$ cat src/rtl/reset_syncer.sv
// reset_syncer: turns a raw active-low reset request into a clock-aligned reset
// that asserts in one edge and releases only after a synchronized, held-off high run.
module reset_syncer #(
    parameter int DLY         = 1,
    parameter int SYNC_STAGES = 2,
    parameter int HOLD_CYCLES = 4
) (
    input  logic clk_i,
    input  logic rst_n_sync_i,
    output logic rst_n_synced_o
);

    localparam int CNT_W = (HOLD_CYCLES > 0) ? $clog2(HOLD_CYCLES + 1) : 1;

    logic [SYNC_STAGES-1:0] chain;
    logic                   release_now;

    // Masking with the input (rather than branching) lets X on the input reach the state.
    always_ff @(posedge clk_i) begin
        chain <= #DLY {chain[SYNC_STAGES-2:0], 1'b1} & {SYNC_STAGES{rst_n_sync_i}};
    end

    if (HOLD_CYCLES == 0) begin : g_no_hold
        logic unused_top;
        assign unused_top  = chain[SYNC_STAGES-1];
        // The flop that would set the chain's top bit releases the output instead.
        assign release_now = chain[SYNC_STAGES-2];
    end else begin : g_hold
        logic [CNT_W-1:0] cnt;

        always_ff @(posedge clk_i) begin
            if (!rst_n_sync_i) begin
                cnt <= #DLY '0;
            end else if (chain[SYNC_STAGES-1] && cnt != CNT_W'(HOLD_CYCLES)) begin
                cnt <= #DLY cnt + CNT_W'(1);
            end
        end

        // Release on the same edge that brings the count to HOLD_CYCLES.
        assign release_now = chain[SYNC_STAGES-1] && (cnt == CNT_W'(HOLD_CYCLES - 1));
    end

    always_ff @(posedge clk_i) begin
        rst_n_synced_o <= #DLY (rst_n_synced_o | release_now) & rst_n_sync_i;
    end

endmodule

$ cat config.mk
export PLATFORM = sky130hd
export DESIGN_NAME = reset_syncer
export DESIGN_NICKNAME = d
export VERILOG_FILES = /design/src/rtl/reset_syncer.sv
export SDC_FILE = /design/constraint.sdc
export NUM_CORES = 1
export LEC_CHECK = 0
export CAP_MARGIN = 20
export CORE_AREA = 5 5 42 44
export CTS_BUF_LIST = sky130_fd_sc_hd__clkbuf_8
export DETAILED_ROUTE_END_ITERATION = 16
export DIE_AREA = 0 0 47 49
export GPL_TIMING_DRIVEN = 0
export SYNTH_ARGS = -nofsm -noshare
export SYNTH_HDL_FRONTEND = slang
export SYNTH_SLANG_ARGS = --single-unit --ignore-timing --ignore-initial --compat-mode --unroll-limit 50000
$ cat constraint.sdc
create_clock -name clk_i -period 1.3 [get_ports clk_i]
set_clock_uncertainty 0.1 [all_clocks]
set_input_delay 0.195 -clock clk_i [delete_from_list [all_inputs] [get_ports clk_i]]
set_output_delay 0.195 -clock clk_i [all_outputs]
set_load 0.01 [all_outputs]
Word-level counts from Yosys, hierarchy flattened:

Index checks and enable logic that the tools add are counted.

* bits in registers: 6
* input port bits: 2

* equality and inequality tests: 2
* $add $sub $neg: 1
* bitwise gates (word level): 3
* reduce and logical (&&, ||, !) cells: 2

Operators with widths (count)
* adder 3 x 1 -> 3 bit (second input constant): 1
* equality test 3 x 2 -> 1 bit (second input constant): 1
* != test 3 bit (second input constant): 1
* AND 2 bit: 1
* logical AND 1 bit: 2
* AND 1 bit: 1
* OR 1 bit: 1

Logic depth before layout (Yosys ltp):

Gate-level depths: netlist of the first run.

* word-level depth: 4
* gate-level depth with buffers: 5

Worst setup path after synthesis of the first run:

Ideal clock, no wire load.

* path type: reg2reg
* from: register g_hold.cnt[0]
* to: register g_hold.cnt[2]
* required time: 1124 ps
* cell stages (with the launch flop): 5
* library setup time: 76 ps
* slack: 58 ps
* period minus slack after synthesis: 1242 ps
* data arrival time: 1066 ps
* cells stage by stage: dfxtp_1 -> ha_1 -> ha_1 -> or2b_1 -> a21boi_0

* longest elaborated chain between the ends: 2
* elaborated cells on any way between the ends: 3
* those cells by class: add/sub (1); eq/ne (1); reduce/logical (1)

RTL lines
* start, declared: line 29 `logic [CNT_W-1:0] cnt;`
* start signal, assigned: line 33 `cnt <= #DLY '0;`
* start signal, assigned: line 35 `cnt <= #DLY cnt + CNT_W'(1);`
* branches (longest 2 deep; another with adder 3 x 1 -> 3 bit)

Several ways; the timed one is not identified.
A chain may end at the register's enable or synchronous reset.

Worst setup path after layout of the first run:

* from: register g_hold.cnt[0]
* to: register g_hold.cnt[0]

Same word-level chain as after synthesis.

==> results of run 1 <==
==> flip-flops by register name, indices dropped and copies added, names as in the netlist <==
register	cells
chain	2
g_hold.cnt	3
rst_n_synced_o	1
==> power groups by stage <==
stage | sequential, mW | combinational, mW | clock, mW
3_5_place_dp | 0.200 | 0.0308 | 0
5_1_grt | 0.200 | 0.0345 | 0.296
4_1_cts | 0.197 | 0.0309 | 0.283
2_1_floorplan | 0.199 | 0.0223 | 0
3_3_place_gp | 0.200 | 0.0295 | 0
6_report | 0.199 | 0.0307 | 0.274
==> what timing repair did <==
action	in CTS	in global routing
gates resized for setup	2	8
setup buffers	0	0
pin swaps	1	2
cloned	0	0
setup endpoints to repair	2	2
==> cell usage in the layout (no fill, tap or decap) <==
cell type,n
inv_1,4
dfxtp_1,3
clkbuf_8,3
and2_1,2
o21ai_0,2
ha_4,2
dfxtp_2,2
a21oi_1,1
nor2b_1,1
a21boi_4,1
xnor2_1,1
nand2_1,1
nand3_1,1
or2b_1,1
a21boi_2,1
ha_1,1
dfxtp_4,1
clkdlybuf4s50_1,1
dlygate4sd2_1,1
==> worst max-delay path by stage <==
stage	start	slack, ps	depth (start not counted)	end
after floorplan	g_hold.cnt[0]$_SDFFE_PN0P_	60	4	g_hold.cnt[2]$_SDFFE_PN0P_
after global placement	g_hold.cnt[1]$_SDFFE_PN0P_	20	4	g_hold.cnt[2]$_SDFFE_PN0P_
after detailed placement	g_hold.cnt[1]$_SDFFE_PN0P_	-30	4	g_hold.cnt[2]$_SDFFE_PN0P_
after CTS	g_hold.cnt[1]$_SDFFE_PN0P_	10	4	g_hold.cnt[2]$_SDFFE_PN0P_
after global routing	g_hold.cnt[0]$_SDFFE_PN0P_	7	5	g_hold.cnt[0]$_SDFFE_PN0P_
final	g_hold.cnt[0]$_SDFFE_PN0P_	60	5	g_hold.cnt[0]$_SDFFE_PN0P_
==> kinds of logic (layout without fill, tap and decap cells) <==
logic type	count (synthesis)	after routing	share of synthesized area
compound gates	5	5	0.160
simple gates	6	6	0.136
flops	6	6	0.466
xor+xnor	1	1	0.0340
fa+ha+maj	3	3	0.146
buf+inv	4	9	0.0582
==> per-layer routing <==
layer | vias to the layer above | routed length [microns]
li1 | 89 | -
met5 | - | 0
met4 | 0 | 28
met1 | 75 | 165
met3 | 4 | 20
met2 | 4 | 170
==> worst max-delay path: stages (launching register included) <==
cell and delay [ps]:
dfxtp_2 340, inv_1 70, ha_1 240, a21boi_4 170, xnor2_1 70, and2_1 140
==> stage by stage <==
stage | power [mW] | instance area [sq um] | setup TNS [ps]
2_1_floorplan | 0.221 | 258 | 0
3_3_place_gp | 0.229 | 298 | 0
3_5_place_dp | 0.231 | 298 | -26.5
4_1_cts | 0.511 | 338 | 0
5_1_grt | 0.530 | 373 | 0
6_report | 0.504 | 373 | 0
==> layout make-up <==
cell class                      count  area (sq um)  area share
Clock buffer                        3          41.3       0.111
Sequential cell                     6           126       0.339
Tap cell                           16          20.0      0.0537
Timing Repair Buffer                2          18.8      0.0503
Multi-Input combinational cell     15           151       0.406
Inverter                            4          15.0      0.0403
==> impl_metrics.env, run 1 <==
export IMPL_outcome="complete, no violations"
export IMPL_die_x_microns=47
export IMPL_yosysSeqAreaShare=0.466
export IMPL_dr_first_iter_drc_count=0
export IMPL_ir_drop_mv=0.575
export IMPL_synth_edf_count=0
export IMPL_timing_hold_ws_ps=330
export IMPL_initial_core_util=0.184
export IMPL_grtUsageMet1=0.0419
export IMPL_synthTopCellsByCount="6 x dfxtp_1, 4 x inv_1, 3 x ha_1"
export IMPL_detail_route_wl_per_cell_microns=8.35
export IMPL_dieArea_sq_mm=0.00230
export IMPL_synthFlopType="dfxtp_1"
export IMPL_hpwl_microns=293
export IMPL_grt_ovfl_total=0
export IMPL_reg2reg_depth=5
export IMPL_met2_usage=0.0498
export IMPL_diodes=0
export IMPL_grt_max_degree=8
export IMPL_path_clk_slew_ps=40
export IMPL_finalSetupViolCount=0
export IMPL_tightest_slew_ps=211
export IMPL_synth_top_cell_area_share=0.466
export IMPL_final_layout_size_suffix_gt1_frac=0.333
export IMPL_grt_busiest_layer="met4"
export IMPL_clock_latency_ps=220
export IMPL_synth_seq_cells=6
export IMPL_numCtsBuffers=3
export IMPL_hold_class="flop to flop"
export IMPL_syn_inst=25
export IMPL_worstHoldEndpoint="chain[1]$_DFF_P_"
export IMPL_required_ps=1310
export IMPL_drv_slew=0
export IMPL_antenna_left=0
export IMPL_syn_area_sq_um=258
export IMPL_cts_root_buf="clkbuf_8"
export IMPL_first_global_vias=144
export IMPL_synth_area_top_cells="dfxtp_1 47%, ha_1 15%, a21boi_4 7.3%, inv_1 5.8%, and2_1 4.9%"
export IMPL_synth_most_common_cell="dfxtp_1"
export IMPL_period_minus_slack_ps=1240
export IMPL_grt_util_met3=0.0221
export IMPL_hold_viol_final=0
export IMPL_yosysTopAreaCell="dfxtp_1"
export IMPL_end_kind="flop"
export IMPL_hold_buffers=0
export IMPL_r2r_start="g_hold.cnt[0]$_SDFFE_PN0P_"
export IMPL_p_sw_frac=0.190
export IMPL_min_period_over_period=0.956
export IMPL_p_sw_mw=0.0958
export IMPL_synth_warnings=0
export IMPL_dr_total_vias=172
export IMPL_grt_pass1_wl_microns=607
export IMPL_fin_nets=37
export IMPL_p_per_area_mw_per_mm2=1350
export IMPL_synth_nets=30
export IMPL_placed_cells=43
export IMPL_rrSetupSlack_ps=60
export IMPL_via_per_inst=3.74
export IMPL_cap_violations=0
export IMPL_io_buffers=2
export IMPL_pwr_share_seq=0.394
export IMPL_synth_area_per_cell_sq_um=10.3
export IMPL_holdPathStages=1
export IMPL_relSlewSlack=0.858
export IMPL_p_int_mw=0.408
export IMPL_floorplan_die_height_microns=49
export IMPL_rr_endpoint="g_hold.cnt[0]$_SDFFE_PN0P_"
export IMPL_cts_tree="yes"
export IMPL_path_max_fanout=3
export IMPL_async_flop_share=0
export IMPL_fill_cells=154
export IMPL_stdcell_count=46
export IMPL_pwr_share_comb=0.061
export IMPL_dr_pass1_iters=1
export IMPL_p_leak_nw=0.136
export IMPL_preCtsSetupSlack_ps=-26.5
export IMPL_rows=14
export IMPL_htree_levels=1
export IMPL_grt_usage=0.0437
export IMPL_fin_ws_ps=57.5
export IMPL_worst_ep_arrival_time_ps=1250
export IMPL_antenna_found_initial=0
export IMPL_cts_max_path_buffers=2
export IMPL_gp_congestion=0.617
export IMPL_fmaxAchievable_ghz=0.805
export IMPL_path_class="flop to flop"
export IMPL_clkPwrFrac=0.545
export IMPL_worstHoldStart="chain[0]$_DFF_P_"
export IMPL_synthToLayoutAreaGrowth_pct=44.7
export IMPL_grt_setup_unrepaired="false"
export IMPL_clock_sinks=6
export IMPL_final_core_util=0.266
export IMPL_drcViolationCount=0
export IMPL_startpoint_type="flop"
export IMPL_ioPinCount=3
export IMPL_core_area_sq_mm=0.00140
export IMPL_synth_distinct_cells=13
export IMPL_routed_wl_microns=384
Note: power is estimated with default switching activity, not from simulation.
==> run 2: changes to the inputs <==
--- a/config.mk
+++ b/config.mk
@@ -5,7 +5,6 @@
 export SDC_FILE = /design/constraint.sdc
 export NUM_CORES = 1
 export LEC_CHECK = 0
-export CAP_MARGIN = 20
 export CORE_AREA = 5 5 42 44
 export CTS_BUF_LIST = sky130_fd_sc_hd__clkbuf_8
 export DETAILED_ROUTE_END_ITERATION = 16
==> results of run 2 <==
The final DEF is identical to that of run 1; final timing and power are the same.
==> run 3: changes to the inputs <==
--- a/config.mk
+++ b/config.mk
@@ -5,6 +5,7 @@
 export SDC_FILE = /design/constraint.sdc
 export NUM_CORES = 1
 export LEC_CHECK = 0
+export ABC_CLOCK_PERIOD_IN_PS = 1500
 export CORE_AREA = 5 5 42 44
 export CTS_BUF_LIST = sky130_fd_sc_hd__clkbuf_8
 export DETAILED_ROUTE_END_ITERATION = 16
==> constraint.sdc (replaced) <==
create_clock -name clk_i -period 1.5 [get_ports clk_i]
set_clock_uncertainty 0.1 [all_clocks]
set_input_delay 0.225 -clock clk_i [delete_from_list [all_inputs] [get_ports clk_i]]
set_output_delay 0.225 -clock clk_i [all_outputs]
set_load 0.01 [all_outputs]
==> run 3 against run 2 <==
Die area unchanged. Power shrank 14%. Cell area is 9.1% lower. Routed wire length down 3.1%. Clock power decreased by 13%. Worst hold slack worse by 0.63 ps. Critical path depth fell by 4. Global-route usage unchanged. First-iteration DRC count is 1 higher. Register-to-register slack improved by 130 ps. Highest routed layer unchanged.
==> impl_metrics.env, run 3 (synthesis results as in run 1) <==
export IMPL_outcome="complete, no violations"
export IMPL_path_clk_slew_ps=30
export IMPL_synthToLayoutAreaGrowth_pct=31.6
export IMPL_grt_ovfl_total=0
export IMPL_tightest_slew_ps=188
export IMPL_worst_ep_arrival_time_ps=1060
export IMPL_diodes=0
export IMPL_grtUsageMet1=0.0419
export IMPL_worst_path_buf_inv=1
export IMPL_detail_route_wl_per_cell_microns=8.09
export IMPL_clock_latency_ps=220
export IMPL_largest_register="g_hold.cnt"
export IMPL_grt_setup_unrepaired="false"
export IMPL_reg2reg_depth=4
export IMPL_grt_pass1_wl_microns=607
export IMPL_antenna_found_initial=0
export IMPL_dr_total_vias=167
export IMPL_die_x_microns=47
export IMPL_met2_usage=0.0498
export IMPL_cts_max_path_buffers=2
export IMPL_cts_tree="yes"
export IMPL_grt_usage=0.0437
export IMPL_drv_slew=0
export IMPL_htree_levels=1
export IMPL_first_global_vias=144
export IMPL_final_layout_size_suffix_gt1_frac=0.133
export IMPL_grt_util_met3=0.0221
export IMPL_path_max_fanout=2
export IMPL_fmaxAchievable_ghz=0.721
export IMPL_finalSetupViolCount=0
export IMPL_dr_pass1_iters=2
export IMPL_rr_endpoint="g_hold.cnt[2]$_SDFFE_PN0P_"
export IMPL_largest_reg_flops=3
export IMPL_relSlewSlack=0.874
export IMPL_rows=14
export IMPL_path_class="flop to output port"
export IMPL_r2r_start="g_hold.cnt[1]$_SDFFE_PN0P_"
export IMPL_cap_violations=0
export IMPL_ir_drop_mv=0.498
export IMPL_fin_nets=37
export IMPL_top_regs="g_hold.cnt (3), chain (2), rst_n_synced_o (1)"
export IMPL_cts_root_buf="clkbuf_8"
export IMPL_drcViolationCount=0
export IMPL_dieArea_sq_mm=0.00230
export IMPL_hold_buffers=0
export IMPL_slowest_stage="clkdlybuf4s50_1"
export IMPL_rrSetupSlack_ps=190
export IMPL_final_common_cell="dfxtp_1"
export IMPL_cpPeakStageDelay_ps=530
export IMPL_hold_class="flop to flop"
export IMPL_min_period_over_period=0.925
export IMPL_grt_busiest_layer="met4"
export IMPL_dr_first_iter_drc_count=1
export IMPL_required_ps=1170
export IMPL_cp_cell_sequence="clkdlybuf4s50_1"
export IMPL_end_kind="output port"
export IMPL_timing_hold_ws_ps=330
export IMPL_startpoint_type="flop"
export IMPL_worstHoldEndpoint="chain[1]$_DFF_P_"
export IMPL_hold_viol_final=0
export IMPL_fin_ws_ps=112
export IMPL_floorplan_die_height_microns=49
export IMPL_preCtsSetupSlack_ps=173
export IMPL_io_buffers=2
export IMPL_worstHoldStart="chain[0]$_DFF_P_"
export IMPL_p_per_area_mw_per_mm2=1280
export IMPL_path_delay_family="buffers and inverters"
export IMPL_p_leak_nw=0.130
export IMPL_ioPinCount=3
export IMPL_final_cell_mix="6 x dfxtp_1, 4 x inv_1, 3 x ha_1, 3 x clkbuf_8"
export IMPL_hpwl_microns=293
export IMPL_via_per_inst=3.63
export IMPL_routed_wl_microns=372
export IMPL_core_area_sq_mm=0.00140
export IMPL_grt_max_degree=8
export IMPL_post_cts_resize_count=0
export IMPL_holdPathStages=1
export IMPL_cts_setup_buffers=0
export IMPL_antenna_left=0
export IMPL_gp_congestion=0.617
export IMPL_fill_cells=158
export IMPL_clock_sinks=6
export IMPL_period_minus_slack_ps=1390
export IMPL_initial_core_util=0.184
export IMPL_fin_setup_tns_ps=0
export IMPL_numCtsBuffers=3
## run 3: cell types whose count changed in the layout (fill, tap and decap cells not counted)
| cell | previous run | this run |
|---|---|---|
| dlygate4sd2_1 | 1 | 0 |
| dfxtp_2 | 2 | 0 |
| ha_4 | 2 | 0 |
| dfxtp_1 | 3 | 6 |
| ha_1 | 1 | 3 |
| a21boi_2 | 1 | 0 |
| dfxtp_4 | 1 | 0 |
| clkdlybuf4s50_1 | 1 | 2 |
| a21boi_0 | 0 | 1 |
## run 3: how the worst max path moves through the flow
stage	startpoint	to	slack, ps	cells after the start
5_1_grt	g_hold.cnt[1]$_SDFFE_PN0P_	g_hold.cnt[2]$_SDFFE_PN0P_	40	4
6_report	rst_n_synced_o$_DFF_P_	rst_n_synced_o	110	1
3_5_place_dp	g_hold.cnt[1]$_SDFFE_PN0P_	g_hold.cnt[2]$_SDFFE_PN0P_	170	4
2_1_floorplan	g_hold.cnt[0]$_SDFFE_PN0P_	g_hold.cnt[2]$_SDFFE_PN0P_	260	4
3_3_place_gp	g_hold.cnt[1]$_SDFFE_PN0P_	g_hold.cnt[2]$_SDFFE_PN0P_	220	4
4_1_cts	rst_n_synced_o$_DFF_P_	rst_n_synced_o	100	1
## run 3: area by class of cell
type                       count  area, sq um  share of cell area
clock buffer                   3         41.3               0.122
inverter                       4         15.0              0.0443
multi-input combinational     15          123               0.362
sequential                     6          120               0.354
tap                           16         20.0              0.0590
timing repair buffer           2         20.0              0.0590
## run 3: report_power, final
group / internal, mW / total, mW / switching, mW
clock network: 0.172 / 0.238 / 0.0658
logic: 0.0142 / 0.0261 / 0.0119
registers: 0.167 / 0.171 / 0.00367
total: 0.353 / 0.435 / 0.0814
## run 3: metrics by stage
| step | util | cells | power [mW] | cell area, sq um |
|---|---|---|---|---|
| floorplan | - | 25 | 0.192 | 258 |
| global placement | 0.213 | 43 | 0.199 | 298 |
| detailed placement | 0.213 | 43 | 0.200 | 298 |
| CTS | 0.242 | 46 | 0.443 | 339 |
| global route | 0.242 | 46 | 0.457 | 339 |
| finish | 0.242 | 46 | 0.435 | 339 |
## run 3: layer usage
layer | part of all wire | vias up
met5 | 0 | -
met4 | 0.075 | 0
met3 | 0.054 | 4
met2 | 0.45 | 4
met1 | 0.42 | 70
li1 | - | 89
